**src/rtl/jt1942_dwnld_pkg.sv**
```systemverilog
// Shared types and constants for the ioctl download router.
// Latency: n/a (declarations only).
// Backpressure: n/a.
package jt1942_dwnld_pkg;

    typedef enum logic [1:0] {
        ST_IDLE  = 2'd0,
        ST_LOAD  = 2'd1,
        ST_DRAIN = 2'd2
    } state_t;

    // Active-low byte-lane masks for the 16-bit SDRAM word
    localparam logic [1:0] MASK_LO   = 2'b10;
    localparam logic [1:0] MASK_HI   = 2'b01;
    localparam logic [1:0] MASK_NONE = 2'b11;

    localparam logic [21:0] PROM_START_DEF = 22'h1D000;

    // One pending SDRAM write request
    typedef struct packed {
        logic [21:0] addr;
        logic [7:0]  data;
        logic [1:0]  mask;
    } req_t;

    localparam req_t REQ_RST = '{addr: 22'd0, data: 8'd0, mask: MASK_NONE};

    // Lane select: odd byte lands in the high lane
    function automatic logic [1:0] lane_mask(input logic odd);
        return odd ? MASK_HI : MASK_LO;
    endfunction

endpackage

```
**src/rtl/jt1942_dwnld_skid.sv**
```systemverilog
// Two-slot SDRAM request buffer: one active slot driving the bus, one skid slot behind it.
// Latency: a push into an empty buffer is visible on act_o the next cycle.
// Backpressure: push with both slots held and no pop is dropped and flagged on ovf_o.
module jt1942_dwnld_skid
    import jt1942_dwnld_pkg::*;
(
    input  logic clk_i,
    input  logic rst_n_i,
    input  logic push_i,
    input  req_t push_dat_i,
    input  logic pop_i,
    output req_t act_o,
    output logic full_o,
    output logic empty_o,
    output logic ovf_o
);

    logic act_v_q, act_v_d;
    logic skd_v_q, skd_v_d;
    req_t act_q, act_d;
    req_t skd_q, skd_d;
    logic ovf_d;

    // Retire/advance on pop first, then place the incoming request in the first free slot
    always_comb begin
        act_v_d = act_v_q;
        skd_v_d = skd_v_q;
        act_d   = act_q;
        skd_d   = skd_q;
        ovf_d   = 1'b0;
        if (pop_i && act_v_q) begin
            if (skd_v_q) begin
                act_d   = skd_q;
                skd_v_d = 1'b0;
            end else begin
                act_v_d = 1'b0;
            end
        end
        if (push_i) begin
            if (!act_v_d) begin
                act_d   = push_dat_i;
                act_v_d = 1'b1;
            end else if (!skd_v_d) begin
                skd_d   = push_dat_i;
                skd_v_d = 1'b1;
            end else begin
                ovf_d = 1'b1;
            end
        end
    end

    // Slot registers
    always_ff @(posedge clk_i) begin
        if (!rst_n_i) begin
            act_v_q <= 1'b0;
            skd_v_q <= 1'b0;
            act_q   <= REQ_RST;
            skd_q   <= REQ_RST;
        end else begin
            act_v_q <= act_v_d;
            skd_v_q <= skd_v_d;
            act_q   <= act_d;
            skd_q   <= skd_d;
        end
    end

    assign act_o   = act_q;
    assign full_o  = act_v_q && skd_v_q;
    assign empty_o = !act_v_q;
    assign ovf_o   = ovf_d;

endmodule

```
**src/rtl/jt1942_dwnld.sv**
```systemverilog
// Routes the ioctl byte stream to the SDRAM loader or to one of PROM_N on-chip PROMs.
// Latency: PROM strobe and first SDRAM request appear 1 cycle after the ioctl byte.
// Backpressure: SDRAM requests held until prog_rdy_i; 1 skid entry, further bytes dropped with err.
module jt1942_dwnld
    import jt1942_dwnld_pkg::*;
#(
    parameter int          PROM_N     = 10,
    parameter int          PROM_AW    = 8,
    parameter logic [21:0] PROM_START = PROM_START_DEF,
    parameter int          HEADER     = 0,
    parameter bit          SWAB       = 1'b0
) (
    input  logic               clk_i,
    input  logic               rst_n_i,
    input  logic               downloading_i,
    input  logic               ioctl_wr_i,
    input  logic [21:0]        ioctl_addr_i,
    input  logic [7:0]         ioctl_data_i,
    output logic [21:0]        prog_addr_o,
    output logic [7:0]         prog_data_o,
    output logic [1:0]         prog_mask_o,
    output logic               prog_we_o,
    input  logic               prog_rdy_i,
    output logic [PROM_N-1:0]  prom_we_o,
    output logic [PROM_AW-1:0] prom_addr_o,
    output logic [3:0]         prom_data_o,
    output logic               done_o,
    output logic               err_o
);

    localparam logic [21:0] HDR_C = 22'(HEADER);
    localparam logic [21:0] PN_C  = 22'(PROM_N);

    state_t              st_q;
    logic                dl_q, done_q, err_q, gap_q;
    logic [PROM_N-1:0]   prom_we_q, prom_we_d;
    logic [PROM_AW-1:0]  prom_addr_q;
    logic [3:0]          prom_data_q;
    logic [21:0]         a, p, idx;
    logic                accept, is_sdram, push, prom_hit, prom_bad;
    logic                dl_rise, pop, drain_empty, prog_we;
    req_t                req_in, act;
    logic                full, empty, ovf;

    // Address decode of the incoming byte
    always_comb begin
        a         = ioctl_addr_i - HDR_C;
        p         = a - PROM_START;
        idx       = p >> PROM_AW;
        accept    = (st_q == ST_LOAD) && ioctl_wr_i && (ioctl_addr_i >= HDR_C);
        is_sdram  = a < PROM_START;
        push      = accept && is_sdram;
        prom_hit  = accept && !is_sdram && (idx < PN_C);
        prom_bad  = accept && !is_sdram && !(idx < PN_C);
        req_in    = '{addr: {1'b0, a[21:1]}, data: ioctl_data_i, mask: lane_mask(a[0] ^ SWAB)};
        prom_we_d = '0;
        for (int i = 0; i < PROM_N; i++) begin
            prom_we_d[i] = prom_hit && (idx == 22'(i));
        end
    end

    jt1942_dwnld_skid u_skid (
        .clk_i      (clk_i),
        .rst_n_i    (rst_n_i),
        .push_i     (push),
        .push_dat_i (req_in),
        .pop_i      (pop),
        .act_o      (act),
        .full_o     (full),
        .empty_o    (empty),
        .ovf_o      (ovf)
    );

    // A request is on the bus while the active slot is held, except the cycle right after a retire
    assign prog_we     = !empty && !gap_q;
    assign pop         = prog_we && prog_rdy_i;
    assign dl_rise     = downloading_i && !dl_q;
    // No pushes happen in DRAIN, so the buffer empties exactly when the last slot retires
    assign drain_empty = empty || (pop && !full);

    // Download state machine with done pulse and sticky error
    always_ff @(posedge clk_i) begin
        if (!rst_n_i) begin
            st_q   <= ST_IDLE;
            dl_q   <= 1'b0;
            done_q <= 1'b0;
            err_q  <= 1'b0;
        end else begin
            dl_q   <= downloading_i;
            done_q <= 1'b0;
            case (st_q)
                ST_IDLE: begin
                    if (dl_rise) begin
                        st_q  <= ST_LOAD;
                        err_q <= 1'b0;
                    end
                end
                ST_LOAD: begin
                    if (prom_bad || ovf) err_q <= 1'b1;
                    if (!downloading_i) st_q <= ST_DRAIN;
                end
                ST_DRAIN: begin
                    if (dl_rise) begin
                        st_q  <= ST_LOAD;
                        err_q <= 1'b0;
                    end else if (drain_empty) begin
                        st_q   <= ST_IDLE;
                        done_q <= 1'b1;
                    end
                end
                default: st_q <= ST_IDLE;
            endcase
        end
    end

    // PROM write strobe/data and the one-cycle gap after each SDRAM retire
    always_ff @(posedge clk_i) begin
        if (!rst_n_i) begin
            prom_we_q   <= '0;
            prom_addr_q <= '0;
            prom_data_q <= 4'd0;
            gap_q       <= 1'b0;
        end else begin
            prom_we_q <= prom_we_d;
            gap_q     <= pop;
            if (prom_hit) begin
                prom_addr_q <= p[PROM_AW-1:0];
                prom_data_q <= ioctl_data_i[3:0];
            end
        end
    end

    assign prog_we_o   = prog_we;
    assign prog_addr_o = act.addr;
    assign prog_data_o = act.data;
    assign prog_mask_o = act.mask;
    assign prom_we_o   = prom_we_q;
    assign prom_addr_o = prom_addr_q;
    assign prom_data_o = prom_data_q;
    assign done_o      = done_q;
    assign err_o       = err_q;

endmodule

```
**config.mk**
```make
export PLATFORM = sky130hd
export DESIGN_NAME = jt1942_dwnld
export DESIGN_NICKNAME = d
export VERILOG_FILES = /design/src/rtl/jt1942_dwnld_pkg.sv /design/src/rtl/jt1942_dwnld_skid.sv /design/src/rtl/jt1942_dwnld.sv
export SDC_FILE = /design/constraint.sdc
export NUM_CORES = 1
export LEC_CHECK = 0
export ABC_CLOCK_PERIOD_IN_PS = 2130
export BUFFER_PORTS_ARGS = -buffer_cell sky130_fd_sc_hd__buf_2
export CAP_MARGIN = 20
export CORE_UTILIZATION = 35
export CTS_CLUSTER_SIZE = 8
export DETAILED_ROUTE_END_ITERATION = 10
export GPL_TIMING_DRIVEN = 0
export HOLD_SLACK_MARGIN = 0.12
export PLACE_DENSITY = 0.68
export SKIP_LAST_GASP = 1
export SYNTH_ARGS = -nofsm -noshare
export SYNTH_HDL_FRONTEND = slang
export SYNTH_HIERARCHICAL = 1
export SYNTH_SLANG_ARGS = --single-unit
```
**constraint.sdc**
```tcl
create_clock -name clk_i -period 2.13 [get_ports clk_i]
set_input_delay 0.1065 -clock clk_i [delete_from_list [all_inputs] [get_ports clk_i]]
set_output_delay 0.1065 -clock clk_i [all_outputs]
set_load 0.005 [all_outputs]
```
==> results.yml, run 1 <==
run_status:
  status: "complete, no violations"
timing:
  relSlewSlack_pct: 50.8
  worstMarginPinSlew_ns: 0.738
  finalCriticalPeriod_ns: 2.05
  timing.final.crit_share_pct: 96.3
  slew_violations: 0
  clock_skew_ns: 0.0121
  finalSetupViolations: 0
  finalHoldViolCount: 0
  fmax_ghz: 0.488
yosys:
  synth_edf_count: 0
  synth_top_flop_cell: "dfxtp_1"
  yosysSeqAreaShare_pct: 45.3
  synth_most_common_cell: "dfxtp_1"
  syn-cell-area_sq_um: 4150
  yosys.area.top_type: "dfxtp_1"
  syn-instance-count: 447
  synth_common_cells: "dfxtp_1 (94), a211oi_1 (61), mux2i_1 (42)"
  async_flop_share_pct: 0
  avgSynthCellArea_sq_um: 9.28
  synth-seq-cells: 94
  synth_top_cells_by_area: "dfxtp_1 (45%), a211oi_1 (11%), mux2i_1 (10%)"
  yosysTopAreaCellShare_pct: 45.3
  synthDistinctLibCells: 47
  synth.yosys.warnings: 6
die:
  start_util_pct: 36.2
  rows: 39
  die_x_microns: 111
  dieArea_sq_um: 12300
  coreArea_sq_um: 11500
  die_height_microns: 111
  io_pins: 92
detailed_routing:
  drc: 0
  routed_wl_microns: 12700
  via_count: 4015
  drtAntennaViolNets: 0
  vias_per_cell: 5.48
  drtIter0Drc: 267
  first_pass_iters: 5
  route.detailed.wl_per_inst_microns: 17.3
setup_path:
  crit_required_ns: 2.32
  crit_path_end_kind: "register"
  path_class: "reg -> reg"
  start_kind: "register"
  critPathArrivalTime_ns: 2.24
  cp_max_fo: 11
job:
  maxCapViolCount: 0
cts:
  cts_tree: "done"
  clk_path_buf_depth: 2
  clock_sinks: 94
  cts_inserted_buffers: 9
  clock_latency_ns: 0.34
  clockRootBuffer: "clkbuf_16"
  clkSlewWorstSetupHoldPaths_ns: 0.07
  cts.htree.levels: 3
layout:
  drive_gt1_share_pct: 33.1
  syn_to_final_growth_pct: 38.3
  final_cells: 732
  antennaDiodeCount: 0
  nets: 619
  fin_area_sq_um: 5740
place:
  placement.io_buffers: 91
  dp_cells: 682
  dpl_cell_area_sq_um: 4790
  globalplace.congestion: 0.804
  detailed_place_hpwl_microns: 8500
global_route:
  grt_usage_pct: 20.1
  grt_antenna_before_repair: 0
  grt_pass1_vias: 3985
  grt_max_degree: 19
  grt_pass1_wl_microns: 20000
  grt_overflow_total: 0
min_path:
  hold_class: "in -> reg"
power:
  power_density_nw_per_um2: 637
  ir_drop_mv: 0.510
  p_leak_nw: 2.41
## report_power, final
part	switching (mW)	internal (mW)
clock network	0.737	0.935
registers	0.00400	1.76
logic	0.125	0.0926
## timing repair
| action | 4_1_cts | 5_1_grt |
|---|---|---|
| hold endpoints to repair | 50 | 0 |
| hold buffers | 32 | 0 |
| gates resized for setup | 29 | 59 |
| setup endpoints to repair | 66 | 62 |
| buffers inserted | 3 | 1 |
| pin swaps | 2 | 4 |
## logic make-up (layout without fill, tap and decap cells)
family	count (synthesis)	after routing	synth area share, %
XOR/XNOR	2	2	0.422
other	1	2	0.0904
AO/OA/AOI/OAI	144	144	22.1
flip-flops	94	94	45.3
AND/OR/NAND/NOR	110	110	14.5
buffers and inverters	53	194	7.02
multiplexers	43	43	10.5
## metrics by stage
| stage | setup slack [ns] | util (%) | total power [mW] | TNS, ns | hold WS [ns] |
|---|---|---|---|---|---|
| floorplan | 0.00438 | - | 1.87 | 0 | 0.178 |
| global placement | -0.764 | 41.8 | 1.96 | -27.43 | 0.357 |
| detailed placement | -0.767 | 41.8 | 1.97 | -30.28 | 0.368 |
| CTS | -0.0125 | 48.4 | 3.66 | -0.0125 | 0.121 |
| global route | -0.0375 | 50.1 | 3.77 | -0.0407 | 0.139 |
| finish | 0.0791 | 50.1 | 3.65 | 0 | 0.142 |
## path summary, 6_finish.rpt
kind,startpoint,end,slack [ns],depth (start not counted)
max,u_skid/act_v_q,u_skid/act_o[23],0.08,11
max reg2reg,u_skid/act_v_q,u_skid/act_o[23],0.08,11
min reg2reg,prom_addr_o[3],prom_addr_o[3],0.46,2
min,ioctl_addr_i[17],u_skid/skd_q[26],0.14,3
## critical path: stages, from the launching register on
cell,delay (ns)
dfxtp_1,0.34
buf_6,0.14
buf_8,0.16
inv_1,0.07
nor2_2,0.10
and2_1,0.15
buf_6,0.17
nand2b_4,0.06
buf_6,0.13
clkbuf_4,0.22
a211oi_2,0.30
a211oi_2,0.07
## cells in the final DEF (no fill, tap or decap), types with 27 or more instances in the layout
cell type	netlist	final
dlygate4sd3_1	0	32
buf_2	13	93
a211oi_2	1	35
o21ai_0	34	34
dfxtp_1	94	94
nand2_1	29	29
a211oi_1	61	27
a21oi_1	37	37
nand3_1	37	36
mux2i_1	42	42
## sequential cells by signal (all words and copies together) (netlist names)
signal and flops:
u_skid/act_o 32, u_skid/skd_q 32, prom_we_o 10, prom_addr_o 8
prom_data_o 4, st_q 2, dl_q 1, done_o 1
err_o 1, gap_q 1, u_skid/act_v_q 1, u_skid/skd_v_q 1
## layer usage
layer	GRT usage, %	share of wire (%)	vias up
met4	6.76	1.6	0
met5	0	0	-
li1	-	-	1911
met1	25.1	43	1928
met2	33.4	49	154
met3	5.25	6.3	22
## cell type report
class,count,area (sq um)
clock buffers,9,225
inverters,7,27.5
repair buffers,127,806
flip-flops and latches,94,1880
multi-input cells,301,2200
clock inverters,7,85.1
fillers,1061,5730
plain buffers,44,332
well taps,143,179
Note: power is estimated with default switching activity, not from simulation.
==> run 2, diff against run 1 <==
Settings changed: CORE_MARGIN set to 1.5.
==> run 2 against run 1 <==
  * First-iteration DRC count is 5.2% lower
  * Largest power group unchanged
  * Die area is 1.8% higher
  * Global-route usage decreased by 0.34 points
  * Critical path depth up 1
  * Largest cell class unchanged
  * Power down 0.13%
==> results.yml, run 2 (synthesis results as in run 1) <==
die:
  io_pins: 92
  dieArea_sq_um: 12500
  die_x_microns: 112
  start_util_pct: 36.2
  coreArea_sq_um: 11500
  die_height_microns: 112
  rows: 39
power:
  combPwrFrac_pct: 6.0
  ir_drop_mv: 0.420
  clkPwrFrac_pct: 45.6
  p_int_mw: 2.84
  power_density_nw_per_um2: 632
  p_seq_share_pct: 48.4
  power.switching_mw: 0.814
  swShare_pct: 22.3
  p_leak_nw: 2.43
global_route:
  grt_max_degree: 16
  grt_overflow_total: 0
  grt_usage_pct: 19.7
  grt_pass1_vias: 3864
  grt_antenna_before_repair: 0
  grt_pass1_wl_microns: 19700
detailed_routing:
  route.detailed.wl_per_inst_microns: 17.5
  first_pass_iters: 6
  via_count: 4057
  drtAntennaViolNets: 0
  drc: 0
  routed_wl_microns: 12900
  vias_per_cell: 5.52
  drtIter0Drc: 253
place:
  detailed_place_hpwl_microns: 8450
  globalplace.congestion: 0.801
  dpl_cell_area_sq_um: 4790
  place_ws_ns: -0.899
  placement.io_buffers: 91
setup_path:
  critPathArrivalTime_ns: 2.29
  crit_path_end_kind: "register"
  crit_required_ns: 2.32
  path_class: "reg -> reg"
  cp_max_fo: 10
  start_kind: "register"
layout:
  antennaDiodeCount: 0
  syn_to_final_growth_pct: 39.2
  nets: 622
  final_cell_mix: "dfxtp_1 (93), buf_2 (93), mux2i_1 (42)"
  fin_area_sq_um: 5780
  drive_gt1_share_pct: 33.4
timing:
  clock_skew_ns: 0.00715
  worstMarginPinSlew_ns: 0.752
  setup_ws_ns: 0.0363
  finalSetupViolations: 0
  fmax_ghz: 0.478
  whs_ns: 0.154
  finalCriticalPeriod_ns: 2.09
  timing.final.crit_share_pct: 98.3
  finalHoldViolCount: 0
  tns_ns: 0
  relSlewSlack_pct: 49.9
  slew_violations: 0
min_path:
  hold_class: "in -> reg"
cts:
  clock_latency_ns: 0.34
  clock_sinks: 94
  cts.htree.levels: 3
  clockRootBuffer: "clkbuf_16"
  clk_path_buf_depth: 2
  cts_tree: "done"
  cts_inserted_buffers: 9
  clkSlewWorstSetupHoldPaths_ns: 0.06
job:
  maxCapViolCount: 0
run_status:
  status: "complete, no violations"
-- run 2: changes by cell type in the layout (fill, tap and decap cells not counted), moves of 2 or more --
cell	delta
a211oi_2	+2
a211oi_1	-2
clkinvlp_4	-2
clkbuf_1	+3
inv_8	-2
clkbuf_2	-2
buf_4	+3
-- run 2: timing repair --
| item | 4_1_cts | 5_1_grt |
|---|---|---|
| pin swaps | 1 | 1 |
| hold buffers | 32 | 0 |
| endpoints found under the hold margin | 50 | 0 |
| endpoints found under the setup margin | 66 | 64 |
| setup buffers | 1 | 5 |
| gates resized for setup | 25 | 65 |
-- run 2: final cells by class --
cell class | instances | area [sq um]
Sequential cell | 94 | 1880
Buffer | 45 | 350
Inverter | 7 | 27.5
Multi-Input combinational cell | 301 | 2210
Fill cell | 1049 | 5690
Timing Repair Buffer | 129 | 821
Tap cell | 143 | 179
Clock inverter | 4 | 52.6
Clock buffer | 12 | 256
-- run 2: worst max-delay path, stage by stage (launching register included) --
cell      delay, ns
dfxtp_2        0.33
buf_6          0.11
buf_8          0.13
buf_12         0.14
inv_1          0.06
nor2_2         0.11
and2_1         0.15
buf_6          0.15
nand2b_4       0.06
buf_6          0.13
buf_4          0.19
a211oi_1       0.29
a211oi_1       0.09
-- run 2: power by group through the flow --
stage               logic (mW)  registers (mW)  clock network [mW]
floorplan               0.0690            1.81                   0
global placement         0.155            1.81                   0
detailed placement       0.159            1.81                   0
CTS                      0.207            1.77                1.70
global route             0.234            1.77                1.78
finish                   0.218            1.77                1.67
-- run 2: final timing paths --
| kind | depth (start not counted) | end | slack [ns] | from |
|---|---|---|---|---|
| setup / recovery | 12 | u_skid/act_o[21] | 0.04 | u_skid/act_v_q |
| hold / removal | 3 | u_skid/skd_q[26] | 0.15 | ioctl_addr_i[17] |
| setup reg to reg | 12 | u_skid/act_o[21] | 0.04 | u_skid/act_v_q |
| hold reg to reg | 2 | prom_data_o[3] | 0.46 | prom_data_o[3] |
-- run 2: through the flow --
step | util (%) | power [mW] | cells
after floorplan | - | 1.87 | 448
after global placement | 41.8 | 1.96 | 682
after detailed placement | 41.8 | 1.97 | 682
after CTS | 48.1 | 3.68 | 731
after global routing | 50.4 | 3.78 | 735
final | 50.4 | 3.65 | 735
-- run 2: layer usage --
layer / track usage (%) / vias to the layer above / share of wire (%) / wire length (microns)
li1: - / 1925 / - / -
met1: 26.2 / 1936 / 44 / 5610
met2: 30.6 / 169 / 47 / 6040
met3: 5.44 / 27 / 6.9 / 884
met4: 7.59 / 0 / 2.4 / 313
met5: 0 / - / 0 / 0
